==> config.mk <==
export PLATFORM = sky130hd
export DESIGN_NAME = alu_unit
export DESIGN_NICKNAME = d
export VERILOG_FILES = /design/src/rtl/alu_unit.sv
export SDC_FILE = /design/constraint.sdc
export NUM_CORES = 1
export LEC_CHECK = 0
export BUFFER_PORTS_ARGS = -buffer_cell sky130_fd_sc_hd__clkbuf_2
export CORE_AREA = 2 2 124 126
export CTS_BUF_LIST = sky130_fd_sc_hd__clkbuf_2
export DETAILED_ROUTE_END_ITERATION = 10
export DIE_AREA = 0 0 126 128
export PLACE_DENSITY_LB_ADDON = 0.25
export SLEW_MARGIN = 20
export SYNTH_ARGS = -nofsm -noshare
export SYNTH_HDL_FRONTEND = slang
export SYNTH_SLANG_ARGS = --single-unit
==> constraint.sdc <==
create_clock -name CLK -period 2.6 [get_ports CLK]
set_clock_uncertainty 0.15 [all_clocks]
set_input_delay 0.39 -clock CLK [delete_from_list [all_inputs] [get_ports CLK]]
set_output_delay 0.39 -clock CLK [all_outputs]
set_load 0.05 [all_outputs]
==> src/rtl/alu_unit.sv <==
// Registered integer ALU: arithmetic (MODE=1) and logical (MODE=0) command sets, one result + status flags.
// Optional: define ALU_MULT_2CYC_EN to give the two multiply commands a 2-cycle latency.
module alu_unit #(
    parameter int DATA_WIDTH = 8,
    parameter int CMD_WIDTH  = 4
) (
    input  logic                    CLK,
    input  logic                    RST,
    input  logic                    CE,
    input  logic [1:0]              INP_VALID,
    input  logic                    MODE,
    input  logic [CMD_WIDTH-1:0]    CMD,
    input  logic [DATA_WIDTH-1:0]   OPA,
    input  logic [DATA_WIDTH-1:0]   OPB,
    input  logic                    CIN,
    output logic [2*DATA_WIDTH-1:0] RES,
    output logic                    ERR,
    output logic                    OFLOW,
    output logic                    COUT,
    output logic                    G,
    output logic                    L,
    output logic                    E
);
    localparam int W    = DATA_WIDTH;
    localparam int SH_W = $clog2(W);

    typedef struct packed {
        logic [2*W-1:0] res;
        logic           err;
        logic           oflow;
        logic           cout;
        logic           g;
        logic           l;
        logic           e;
    } alu_rsp_t;

    alu_rsp_t    op_rsp, rsp_n, rsp_q;
    logic [1:0]  need;
    logic        bad_cmd, fault;
    int unsigned cmd_i;

    function automatic logic [2*W-1:0] zx(input logic [W-1:0] v);
        return {{W{1'b0}}, v};
    endfunction

    function automatic logic [2*W-1:0] zx1(input logic [W:0] v);
        return {{(W-1){1'b0}}, v};
    endfunction

    function automatic logic [2*W-1:0] sx1(input logic [W:0] v);
        return {{(W-1){v[W]}}, v};
    endfunction

    // W+1 bit operands so carry/borrow falls out in the top bit
    logic [W:0]       a_x, b_x, one_x, cin_x;
    logic [W:0]       sum, sum_c, diff, diff_c, inc_a, dec_a, inc_b, dec_b;
    logic [W:0]       ssum, sdiff;
    logic [2*W-1:0]   prod_inc, prod_shl, rol_t, ror_t;
    logic             rot_err;

    assign a_x      = {1'b0, OPA};
    assign b_x      = {1'b0, OPB};
    assign one_x    = {{W{1'b0}}, 1'b1};
    assign cin_x    = {{W{1'b0}}, CIN};
    assign sum      = a_x + b_x;
    assign sum_c    = a_x + b_x + cin_x;
    assign diff     = a_x - b_x;
    assign diff_c   = a_x - b_x - cin_x;
    assign inc_a    = a_x + one_x;
    assign dec_a    = a_x - one_x;
    assign inc_b    = b_x + one_x;
    assign dec_b    = b_x - one_x;
    assign ssum     = {OPA[W-1], OPA} + {OPB[W-1], OPB};
    assign sdiff    = {OPA[W-1], OPA} - {OPB[W-1], OPB};
    assign prod_inc = zx1(inc_a) * zx1(inc_b);
    assign prod_shl = zx1({OPA, 1'b0}) * zx(OPB);
    assign rol_t    = {OPA, OPA} << OPB[SH_W-1:0];
    assign ror_t    = {OPA, OPA} >> OPB[SH_W-1:0];
    assign rot_err  = |OPB[W-1:SH_W];
    assign cmd_i    = 32'(CMD);

    // Which operands each command consumes; unlisted commands are illegal
    always_comb begin
        need    = 2'b11;
        bad_cmd = 1'b0;
        if (MODE) begin
            case (cmd_i)
                0, 1, 2, 3, 8, 9, 10, 11, 12: need = 2'b11;
                4, 5:                         need = 2'b01;
                6, 7:                         need = 2'b10;
                default:                      bad_cmd = 1'b1;
            endcase
        end else begin
            case (cmd_i)
                0, 1, 2, 3, 4, 5, 12, 13: need = 2'b11;
                6, 8, 9:                  need = 2'b01;
                7, 10, 11:                need = 2'b10;
                default:                  bad_cmd = 1'b1;
            endcase
        end
        fault = bad_cmd || ((need & ~INP_VALID) != 2'b00);
    end

    always_comb begin
        op_rsp = '0;
        if (MODE) begin
            case (cmd_i)
                0:  begin op_rsp.res = zx1(sum);   op_rsp.cout = sum[W];   end
                1:  begin op_rsp.res = zx(diff[W-1:0]);   op_rsp.oflow = diff[W];   end
                2:  begin op_rsp.res = zx1(sum_c); op_rsp.cout = sum_c[W]; end
                3:  begin op_rsp.res = zx(diff_c[W-1:0]); op_rsp.oflow = diff_c[W]; end
                4:  begin op_rsp.res = zx1(inc_a); op_rsp.cout = inc_a[W]; end
                5:  begin op_rsp.res = zx(dec_a[W-1:0]);  op_rsp.oflow = dec_a[W];  end
                6:  begin op_rsp.res = zx1(inc_b); op_rsp.cout = inc_b[W]; end
                7:  begin op_rsp.res = zx(dec_b[W-1:0]);  op_rsp.oflow = dec_b[W];  end
                8:  begin
                    op_rsp.g = OPA > OPB;
                    op_rsp.l = OPA < OPB;
                    op_rsp.e = OPA == OPB;
                end
                9:  op_rsp.res = prod_inc;
                10: op_rsp.res = prod_shl;
                11, 12: begin
                    // Overflow when the W+1 bit exact result's top two bits disagree
                    op_rsp.res   = (cmd_i == 11) ? sx1(ssum) : sx1(sdiff);
                    op_rsp.oflow = (cmd_i == 11) ? (ssum[W] ^ ssum[W-1]) : (sdiff[W] ^ sdiff[W-1]);
                    op_rsp.g     = $signed(OPA) > $signed(OPB);
                    op_rsp.l     = $signed(OPA) < $signed(OPB);
                    op_rsp.e     = OPA == OPB;
                end
                default: ;
            endcase
        end else begin
            case (cmd_i)
                0:  op_rsp.res = zx(OPA & OPB);
                1:  op_rsp.res = zx(~(OPA & OPB));
                2:  op_rsp.res = zx(OPA | OPB);
                3:  op_rsp.res = zx(~(OPA | OPB));
                4:  op_rsp.res = zx(OPA ^ OPB);
                5:  op_rsp.res = zx(~(OPA ^ OPB));
                6:  op_rsp.res = zx(~OPA);
                7:  op_rsp.res = zx(~OPB);
                8:  op_rsp.res = zx(OPA >> 1);
                9:  op_rsp.res = zx(OPA << 1);
                10: op_rsp.res = zx(OPB >> 1);
                11: op_rsp.res = zx(OPB << 1);
                12: begin op_rsp.res = zx(rol_t[2*W-1:W]); op_rsp.err = rot_err; end
                13: begin op_rsp.res = zx(ror_t[W-1:0]);   op_rsp.err = rot_err; end
                default: ;
            endcase
        end
    end

    always_comb begin
        rsp_n = op_rsp;
        if (fault) begin
            rsp_n     = '0;
            rsp_n.err = 1'b1;
        end
    end

`ifdef ALU_MULT_2CYC_EN
    logic     mul_pend;
    alu_rsp_t mul_q;
    logic     is_mul;

    assign is_mul = MODE && (cmd_i == 9 || cmd_i == 10) && !fault;

    // First edge parks the product; the next CE edge publishes it and ignores its inputs
    always_ff @(posedge CLK or negedge RST) begin
        if (!RST) begin
            rsp_q    <= '0;
            mul_q    <= '0;
            mul_pend <= 1'b0;
        end else if (CE) begin
            if (mul_pend) begin
                rsp_q    <= mul_q;
                mul_pend <= 1'b0;
            end else if (is_mul) begin
                mul_q    <= rsp_n;
                mul_pend <= 1'b1;
            end else begin
                rsp_q    <= rsp_n;
            end
        end
    end
`else
    always_ff @(posedge CLK or negedge RST) begin
        if (!RST)    rsp_q <= '0;
        else if (CE) rsp_q <= rsp_n;
    end
`endif

    assign RES   = rsp_q.res;
    assign ERR   = rsp_q.err;
    assign OFLOW = rsp_q.oflow;
    assign COUT  = rsp_q.cout;
    assign G     = rsp_q.g;
    assign L     = rsp_q.l;
    assign E     = rsp_q.e;
endmodule

==> flow_summary.yaml, run 1 <==
outcome:
  outcome: "stopped before the end"
  haltStage: "5_1_grt"
  toolErrorMsg: "[ERROR GRT-0232] Routing congestion too high. Check the congestion heatmap in the GUI."
yosys:
  synth_seq_area_share: 0.0599
  synthArstFlopShare: 1.00
  yosys.area.top_type_share: 0.187
  postSynthCellCount: 1159
  ys.flop_type: "dfrtp_1"
  synth_area_um2: 9190
  ys_types: 84
  synth_warnings: 0
  yosys.area.top_type: "fa_1"
  synth-edff-count: 0
  avgSynthCellArea_um2: 7.93
  ys_ff_latch: 22
  synth_area_leaders: "fa_1, ha_1, inv_1, dfrtp_1, xnor2_1"
  syn-num-nets: 1370
global_route:
  grtUsageTotal: 0.752
  grt_max_degree: 27
  overflow: 11
sta:
  endpoint_type: "register data pin"
  worstEndpointGrtRepair: "RES[14]$_DFFE_PN0P_/D"
placement:
  dpl_worst_slack_ns: -3.02
  dp.final_hpwl_mm: 30.4
  port_buffers: 48
  gp_congestion: 1.06
cts:
  htree_levels: 1
  cts_buffers: 3
  clk_path_buf_depth: 2
  cts.sinks: 22
  root_buffer: "clkbuf_2"
floorplanning:
  initial_utilization: 0.618
  rows: 45
  die_h_um: 128
  ios: 49
  die_w_um: 126
==> logic make-up after synthesis <==
| family | Yosys count | share of synthesized area |
|---|---|---|
| flip-flops | 22 | 0.0599 |
| multiplexers | 29 | 0.0444 |
| XOR/XNOR | 84 | 0.0857 |
| AND/OR/NAND/NOR | 359 | 0.185 |
| AO/OA/AOI/OAI | 254 | 0.204 |
| adder cells (fa/ha/maj) | 184 | 0.321 |
| buffers and inverters | 227 | 0.100 |
==> stage by stage <==
| stage | util | instance area [µm²] | std cells | hold slack, ns |
|---|---|---|---|---|
| 3_5_place_dp | 0.814 | 12100 | 1647 | 0.263 |
| 3_3_place_gp | 0.814 | 12100 | 1647 | 0.244 |
| 4_1_cts | 0.872 | 13000 | 1668 | 0.191 |
| 2_1_floorplan | - | 9660 | 1159 | -0.0556 |
==> layer usage <==
| layer | overflow | GRT usage |
|---|---|---|
| met4 | 4 | 0.749 |
| met1 | 0 | 0.736 |
| met2 | 7 | 0.921 |
| met3 | 0 | 0.604 |
| met5 | 0 | 0.409 |
==> repair_timing <==
item	4_1_cts
hold buffers	1
pin swaps	67
hold endpoints to repair	22
resized for setup	145
buffers inserted	20
endpoints found under the setup margin	17
==> cell usage after synthesis (4+ instances only) <==
master / number
buf_1: 6
fa_1: 86
a21oi_1: 48
mux4_2: 8
o2bb2ai_1: 8
nor2b_1: 15
or2_2: 10
xor2_1: 19
nand3_1: 28
and2_1: 6
o21a_1: 4
inv_1: 155
o2111ai_1: 5
a221oi_2: 7
nand4_1: 10
nor3_1: 22
dfrtp_1: 22
nor3_2: 5
nor2_1: 129
xnor2_1: 59
clkbuf_1: 23
a2111oi_0: 4
o21ai_0: 42
buf_4: 6
a21o_1: 6
a31oi_1: 4
inv_2: 8
nand2b_1: 19
a221oi_1: 7
a211oi_1: 11
a22oi_1: 18
mux2_2: 4
nand2_1: 91
o211ai_1: 7
and3_1: 6
buf_2: 24
ha_1: 98
xnor2_2: 4
o22ai_1: 13
o21ai_1: 10
mux2i_1: 16
o21bai_1: 6
o221ai_1: 10
==> run 2: changes to the inputs <==
CORE_AREA = 2 2 155 157   (was 2 2 124 126)
CTS_BUF_LIST = not set   (was sky130_fd_sc_hd__clkbuf_2)
DIE_AREA = 0 0 157 159   (was 0 0 126 128)
PLACE_DENSITY_LB_ADDON = 0.15   (was 0.25)
==> run 2 against run 1 <==
- the flow now finishes, with violations (negative setup slack)
- synthesized area did not move
- synthesized cell count did not move
==> flow_summary.yaml, run 2 <==
outcome:
  outcome: "finished with violations"
  violations: "negative setup slack"
power:
  switchingPower_mw: 3.98
  swShare: 0.480
  p_comb_frac: 0.902
  power_frac_seq: 0.045
  p_int_mw: 4.31
  power.density_nw_per_um2: 599
  p_leak_nw: 6.50
  ir_drop_mv: 0.543
  clkPwrFrac: 0.053
yosys:
  ys_ff_latch: 22
  synth_area_leaders: "fa_1, ha_1, inv_1, dfrtp_1, xnor2_1"
  yosys.area.top_type: "fa_1"
  synth_area_um2: 9190
  synthArstFlopShare: 1.00
  postSynthCellCount: 1159
  syn-num-nets: 1370
  synth_warnings: 0
  synth-edff-count: 0
  ys_types: 84
  yosysMostFrequentCell: "inv_1"
  ys_top_cells_by_count: "inv_1, nor2_1, ha_1, nand2_1, fa_1"
  ys.flop_type: "dfrtp_1"
  synth_seq_area_share: 0.0599
  avgSynthCellArea_um2: 7.93
  yosys.area.top_type_share: 0.187
job:
  cap_violations: 0
worst_setup_path:
  end_kind: "flop"
  crit_required_ns: 2.59
  timing.critical_path.from: "OPB[0]"
  timing.rr.start: "OFLOW"
  critPathMaxFanout: 4
  setup.worst_path.class: "input port to flop"
  cp.arrival_ns: 5.16
  cp-start-kind: "input port"
floorplanning:
  die_h_um: 159
  ios: 49
  die_area_um2: 25000
  rows: 56
  initial_utilization: 0.396
  core-area_um2: 23200
  die_w_um: 157
global_route:
  first_global_vias: 10000
  grtUsageTotal: 0.296
  grt_pass1_wl_mm: 57.0
  grt_max_degree: 29
  antenna_found_initial: 0
  overflow: 0
drt:
  drt_iter0_markers: 772
  vias: 9905
  drc: 0
  dr.pass1.iters: 6
  vias_per_cell: 5.48
  routed_wl_mm: 37.3
  postRouteAntennaNets: 0
  post_drt_wl_per_cell_um: 20.6
placement:
  port_buffers: 48
  dp.final_hpwl_mm: 30.6
  gp_congestion: 0.990
  dpl.cell_count: 1765
cts:
  clkLatencyLatePin_ns: 0.26
  root_buffer: "clkbuf_16"
  clk_path_buf_depth: 2
  path_clk_slew_ns: 0.07
  cts.sinks: 22
  htree_levels: 1
  cts_tree: "built"
  cts_buffers: 3
cells_and_area:
  drive_gt1_frac: 0.417
  post-route-util: 0.597
  fill_cells: 2085
  largest_reg_flops: 16
  layout_commonest_cell: "buf_4"
  final_cell_mix: "buf_4, inv_1, nor2_1"
  antenna_cells: 0
  layout.cells.non_filler: 1806
  syn2layout_area_growth_pct: 50.7
  finalNetCount: 1699
worst_hold_path:
  hold_class: "input port to flop"
  min-delay-start: "MODE"
sta:
  fin_crit_ns: 5.18
  timing.final.crit_share: 1.99
  timing.fmax_mhz: 193
  setup_slack_ns: -2.58
  rsz0062_at_grt: "yes"
  setup_viol: 18
  slew_violations: 0
  worst_pin_slew_ns: 0.697
  slew_headroom: 0.532
  final_hold_viol_count: 0
[run 2: final cells by class]
type | count | area, µm² | share of cell area
clock inverters | 1 | 30.0 | 0.00217
well taps | 319 | 399 | 0.0288
repair buffers | 385 | 3180 | 0.230
flip-flops and latches | 22 | 551 | 0.0398
multi-input cells | 910 | 8960 | 0.647
clock buffers | 3 | 75.1 | 0.00542
inverters | 166 | 648 | 0.0468
[run 2: worst paths after layout]
path                                 to  cells after the start  slack, ns
worst max-delay path            RES[14]                     24      -2.58
worst min-delay path                ERR                      3       0.31
worst max register to register    OFLOW                      4       1.35
worst min register to register     COUT                      2       0.33
max in group asynchronous          COUT                      2       1.41
min in group asynchronous        RES[7]                      2       0.51
[run 2: through the flow]
step	setup WS, ns	hold slack (ns)	instance area, µm²	TNS [ns]	power, mW
2_1_floorplan	-2.63	-0.0556	9660	-29.08	3.99
3_3_place_gp	-2.95	0.253	12200	-39.18	6.45
3_5_place_dp	-3.02	0.262	12200	-39.88	6.48
4_1_cts	-2.56	0.307	13300	-29.65	7.74
5_1_grt	-2.75	0.339	13800	-31.55	8.90
6_report	-2.58	0.307	13800	-29.39	8.29
[run 2: repair_timing]
action                     CTS  global route
gates resized for setup    153            99
hold buffers                 1             0
hold endpoints to repair    22             0
cloned                       0             0
pin swaps                   85            83
setup endpoints to repair   20            20
buffers inserted            23            18
[run 2: power by group through the flow]
stage	sequential [mW]	clock (mW)	combinational, mW
2_1_floorplan	0.438	0	3.55
3_3_place_gp	0.377	0	6.07
3_5_place_dp	0.378	0	6.11
4_1_cts	0.372	0.439	6.93
5_1_grt	0.373	0.463	8.06
6_report	0.372	0.437	7.48
[run 2: logic make-up after synthesis]
group | after synthesis | synth area share
xor+xnor | 84 | 0.0857
fa+ha+maj | 184 | 0.321
flops | 22 | 0.0599
simple gates | 359 | 0.185
buf+inv | 227 | 0.100
compound gates | 254 | 0.204
mux | 29 | 0.0444
[run 2: routing by layer]
metal,up-vias,share of wire,global-route usage
met4,0,0.056,0.131
met3,98,0.049,0.0264
li1,4624,-,-
met5,-,0,0
met2,347,0.47,0.493
met1,4836,0.43,0.391
[run 2: worst max-delay path, cell delays in order]
cell and delay, ns:
clkbuf_16 0.12, buf_6 0.10, buf_6 0.12, inv_4 0.04, ha_4 0.31, buf_6 0.11
buf_4 0.11, inv_1 0.05, nor2_1 0.17, ha_1 0.27, fa_1 0.46, fa_1 0.54
inv_1 0.06, fa_1 0.52, inv_1 0.06, ha_4 0.25, and3_4 0.18, a2111oi_4 0.37
o21bai_1 0.13, a21oi_2 0.19, o21ai_2 0.09, xor2_1 0.15, a221oi_2 0.26, o2bb2ai_1 0.08
No activity file was read; power rests on OpenSTA's default activity.
==> run 3: changes to the inputs <==
==> constraint.sdc (replaced) <==
create_clock -name CLK -period 2.6 [get_ports CLK]
set_clock_uncertainty 0.15 [all_clocks]
set_input_delay 0.52 -clock CLK [delete_from_list [all_inputs] [get_ports CLK]]
set_output_delay 0.52 -clock CLK [all_outputs]
set_load 0.05 [all_outputs]
==> run 3 against run 2 <==
- the run still ends with negative setup slack left
- clock power down 18%
- flip-flop and latch count unchanged
- non-clock buffer count up 28
- largest power group unchanged
- combinational power down 2%
- global-route usage up 0.10 points
- die area unchanged
- wire length about the same
- register-to-register slack about the same
- largest cell class unchanged
- sequential power about the same
- clock-buffer cell count up 1
==> flow_summary.yaml, run 3 (synthesis results as in run 2) <==
outcome:
  outcome: "finished with violations"
  violations: "negative setup slack"
global_route:
  use_met2: 0.500
  grtUsageTotal: 0.297
  first_global_vias: 9978
  grt_use_met1: 0.400
  grt_pass1_wl_mm: 57.3
  busiest_layer: "met2"
  grt_max_degree: 29
  antenna_found_initial: 0
  grt_util_met3: 0.0152
  overflow: 0
worst_hold_path:
  hold_class: "input port to async pin"
power:
  ir_drop_mv: 0.605
  power_mw: 8.08
  p_leak_nw: 6.63
  power.density_nw_per_um2: 572
placement:
  port_buffers: 48
  dpl_worst_slack_ns: -3.21
  dpl.cell_count: 1782
  dp.final_hpwl_mm: 30.5
  gp_congestion: 1.00
floorplanning:
  die_w_um: 157
  die_area_um2: 25000
  die_h_um: 159
  core-area_um2: 23200
  initial_utilization: 0.396
  ios: 49
  rows: 56
sta:
  whs_ns: 0.0908
  final_hold_viol_count: 0
  timing.final.crit_share: 2.03
  fin_crit_ns: 5.29
  setup_viol: 16
  slew_violations: 0
  worst_pin_slew_ns: 0.689
  slew_headroom: 0.537
  rsz0062_at_grt: "yes"
  setup_slack_ns: -2.69
  timing.fmax_mhz: 189
worst_setup_path:
  setup.worst_path.class: "input port to flop"
  cp-start-kind: "input port"
  end_kind: "flop"
  cp.arrival_ns: 5.28
  crit_required_ns: 2.59
  critPathMaxFanout: 4
cells_and_area:
  final_cell_mix: "buf_4, inv_1, nor2_1"
  finalNetCount: 1727
  largest_reg_flops: 16
  layout_commonest_cell: "buf_4"
  antenna_cells: 0
  syn2layout_area_growth_pct: 53.7
  drive_gt1_frac: 0.443
  layout.cells.non_filler: 1834
drt:
  dr.pass1.iters: 6
  drt_iter0_markers: 830
  vias_per_cell: 5.48
  postRouteAntennaNets: 0
  post_drt_wl_per_cell_um: 20.3
  vias: 10000
  drc: 0
  routed_wl_mm: 37.2
cts:
  cts_tree: "built"
  path_clk_slew_ns: 0.06
  htree_levels: 1
  cts.sinks: 22
  clk_path_buf_depth: 2
  cts_buffers: 3
  clkLatencyLatePin_ns: 0.25
  root_buffer: "clkbuf_16"
job:
  cap_violations: 0
[run 3: worst max-delay path, cell delays in order]
cell,delay (ns)
clkbuf_16,0.12
ha_4,0.20
nand2_4,0.06
nor3_4,0.26
xnor2_2,0.19
nand2b_4,0.18
fa_1,0.43
fa_1,0.54
inv_2,0.04
fa_1,0.49
inv_2,0.04
fa_1,0.51
inv_2,0.04
ha_4,0.22
and3_4,0.18
a2111oi_4,0.31
o21bai_1,0.12
a21oi_2,0.19
o21ai_1,0.10
xor2_1,0.16
a221oi_2,0.26
o2bb2ai_1,0.08
[run 3: path summary, 6_finish.rpt]
| kind | cells past startpoint | end | slack, ns | startpoint |
|---|---|---|---|---|
| setup / recovery | 22 | RES[14] | -2.69 | OPB[0] |
| hold / removal | 1 | ERR | 0.09 | RST |
| setup reg to reg | 4 | OFLOW | 1.35 | OFLOW |
| hold reg to reg | 1 | RES[11] | 0.34 | RES[11] |
| max in group asynchronous | 1 | OFLOW | 1.84 | RST |
| min in group CLK | 1 | RES[11] | 0.34 | RES[11] |
[run 3: metal layers]
layer	wire length, µm	vias up
li1	-	4684
met1	15600	4925
met2	17800	362
met3	1950	75
met4	1870	0
met5	0	-
[run 3: power by group]
part           switching, mW  total (mW)  internal [mW]
registers             0.0107       0.371          0.360
clock network          0.124       0.359          0.235
logic                   3.78        7.35           3.58
total                   3.91        8.08           4.17
[run 3: area by class of cell]
type	count	area, µm²
fillers	2022	9070
multi-input cells	910	9050
repair buffers	413	3380
inverters	166	656
flip-flops and latches	22	551
well taps	319	399
clock buffers	4	88.8
[run 3: through the flow]
step	util	TNS (ns)	cell area, µm²
after floorplan	-	-31.23	9660
after global placement	0.530	-41.43	12300
after detailed placement	0.530	-41.77	12300
after CTS	0.577	-31.02	13400
after global routing	0.609	-33.50	14100
final	0.609	-31.00	14100
[run 3: repair_timing]
item / in CTS / in global routing
setup endpoints to repair: 20 / 20
resized for setup: 169 / 117
hold buffers: 0 / 0
pin swaps: 103 / 92
buffers inserted: 22 / 32
==> run 4: changes to the inputs <==
CTS_BUF_LIST = sky130_fd_sc_hd__clkbuf_8   (was not set)
==> run 4 against run 3 <==
- largest cell class unchanged
- global-route usage about the same
- via count decreased by 0.38%
- the flow still finishes with violations (negative setup slack)
- worst hold slack got worse by 0.0089 ns
- maximum frequency rose by 0.77%
- setup slack better by 0.040 ns
- clock power fell by 31%
- critical endpoint unchanged
- cell count fell by 0.27%
- utilization fell by 0.78 points
- die area unchanged
- combinational power grew 2%
- flip-flop and latch count did not move
- sequential power about the same
==> flow_summary.yaml, run 4 (synthesis results as in run 2) <==
sta:
  worst_pin_slew_ns: 0.660
  slew_headroom: 0.557
  slew_violations: 0
  final_hold_viol_count: 0
  setup_viol: 18
  timing.final.crit_share: 2.02
  timing.fmax_mhz: 191
  rsz0062_at_grt: "yes"
  fin_crit_ns: 5.25
  setup_slack_ns: -2.65
power:
  p_leak_nw: 6.58
  power.density_nw_per_um2: 581
  ir_drop_mv: 0.736
cts:
  cts_buffers: 3
  cts_hold_buffers: 0
  clk_path_buf_depth: 2
  clkLatencyLatePin_ns: 0.26
  root_buffer: "clkbuf_8"
  htree_levels: 1
  cts.sinks: 22
  path_clk_slew_ns: 0.08
  cts_tree: "built"
cells_and_area:
  syn2layout_area_growth_pct: 51.7
  layout_commonest_cell: "buf_4"
  finalNetCount: 1722
  fill_cells: 2042
  largest_reg_flops: 16
  design_area_um2: 13900
  antenna_cells: 0
  drive_gt1_frac: 0.434
  final_cell_mix: "buf_4, inv_1, nor2_1"
drt:
  drc: 0
  dr.pass1.iters: 6
  post_drt_wl_per_cell_um: 20.2
  drt_iter0_markers: 794
  vias: 10000
  postRouteAntennaNets: 0
  vias_per_cell: 5.47
  routed_wl_mm: 37.0
worst_hold_path:
  hold_class: "input port to async pin"
global_route:
  grtUsageTotal: 0.297
  grt_pass1_wl_mm: 57.1
  grt_max_degree: 29
  antenna_found_initial: 0
  overflow: 0
  first_global_vias: 10000
worst_setup_path:
  r2r_slack_ns: 1.36
  crit_required_ns: 2.60
  cp-start-kind: "input port"
  critPathMaxFanout: 4
  timing.critical_path.from: "OPB[0]"
  setup.worst_path.class: "input port to flop"
  cp.arrival_ns: 5.25
  end_kind: "flop"
  timing.rr.start: "RES[8]"
floorplanning:
  die_area_um2: 25000
  ios: 49
  die_w_um: 157
  rows: 56
  core-area_um2: 23200
  initial_utilization: 0.396
  die_h_um: 159
placement:
  gp_congestion: 1.00
  dp.final_hpwl_mm: 30.5
  port_buffers: 48
  dpl_worst_slack_ns: -3.21
  placed_area_um2: 12300
outcome:
  violations: "negative setup slack"
  outcome: "finished with violations"
job:
  cap_violations: 0
## run 4: changes by cell type in the layout (fill, tap and decap cells not counted), sizes merged
cell and change:
inv -1, buf -5, clkinv +1
## run 4: per-layer routing
layer  share of wire  GRT usage
met5               0          0
met4           0.051      0.119
met3           0.052     0.0201
met2            0.48      0.503
met1            0.42      0.393
## run 4: repair_timing
action                     CTS  global route
hold endpoints to repair     0             0
gates resized for setup    165            91
setup endpoints to repair   20            20
setup buffers               18            29
pin swaps                   79            72
## run 4: worst max-delay path, stage by stage
cell       delay [ns]
clkbuf_16        0.12
buf_6            0.10
nand3_4          0.10
buf_4            0.16
nor2_4           0.13
xnor2_4          0.11
nand2b_1         0.19
fa_2             0.48
fa_1             0.53
inv_2            0.05
fa_1             0.51
inv_2            0.04
fa_1             0.49
inv_2            0.05
ha_4             0.24
and3_4           0.15
a2111oi_4        0.36
o21bai_1         0.14
a21oi_2          0.20
o21ai_2          0.07
xor2_1           0.17
a221oi_2         0.23
o2bb2ai_1        0.10
## run 4: final cells by class
class                   instances  area, µm²  share of cell area
multi-input cells             910       8990               0.645
repair buffers                408       3300               0.236
inverters                     166        651              0.0467
flip-flops and latches         22        551              0.0395
well taps                     319        399              0.0286
clock buffers                   4       55.1             0.00395
## run 4: metrics by stage
step / hold WS, ns / util / setup TNS (ns) / power (mW) / std cells
after floorplan: 0.0744 / - / -31.23 / 3.99 / 1159
after CTS: 0.101 / 0.574 / -30.41 / 7.49 / 1802
after detailed placement: 0.322 / 0.530 / -41.77 / 6.55 / 1782
after global routing: 0.126 / 0.601 / -33.43 / 8.75 / 1829
after global placement: 0.324 / 0.530 / -41.43 / 6.49 / 1782
final: 0.0818 / 0.601 / -30.91 / 8.09 / 1829
## run 4: path summary, 6_finish.rpt
check                      depth (start not counted)      end
min in group CLK                                   2     COUT
setup reg to reg                                   3   RES[8]
max in group asynchronous                          1    OFLOW
hold reg to reg                                    2     COUT
setup / recovery                                  23  RES[14]
hold / removal                                     1      ERR
## run 4: report_power, final
| part | total, mW | switching (mW) | internal (mW) |
|---|---|---|---|
| Combinational | 7.47 | 3.82 | 3.66 |
| Clock | 0.249 | 0.114 | 0.135 |
| Sequential | 0.370 | 0.0106 | 0.359 |
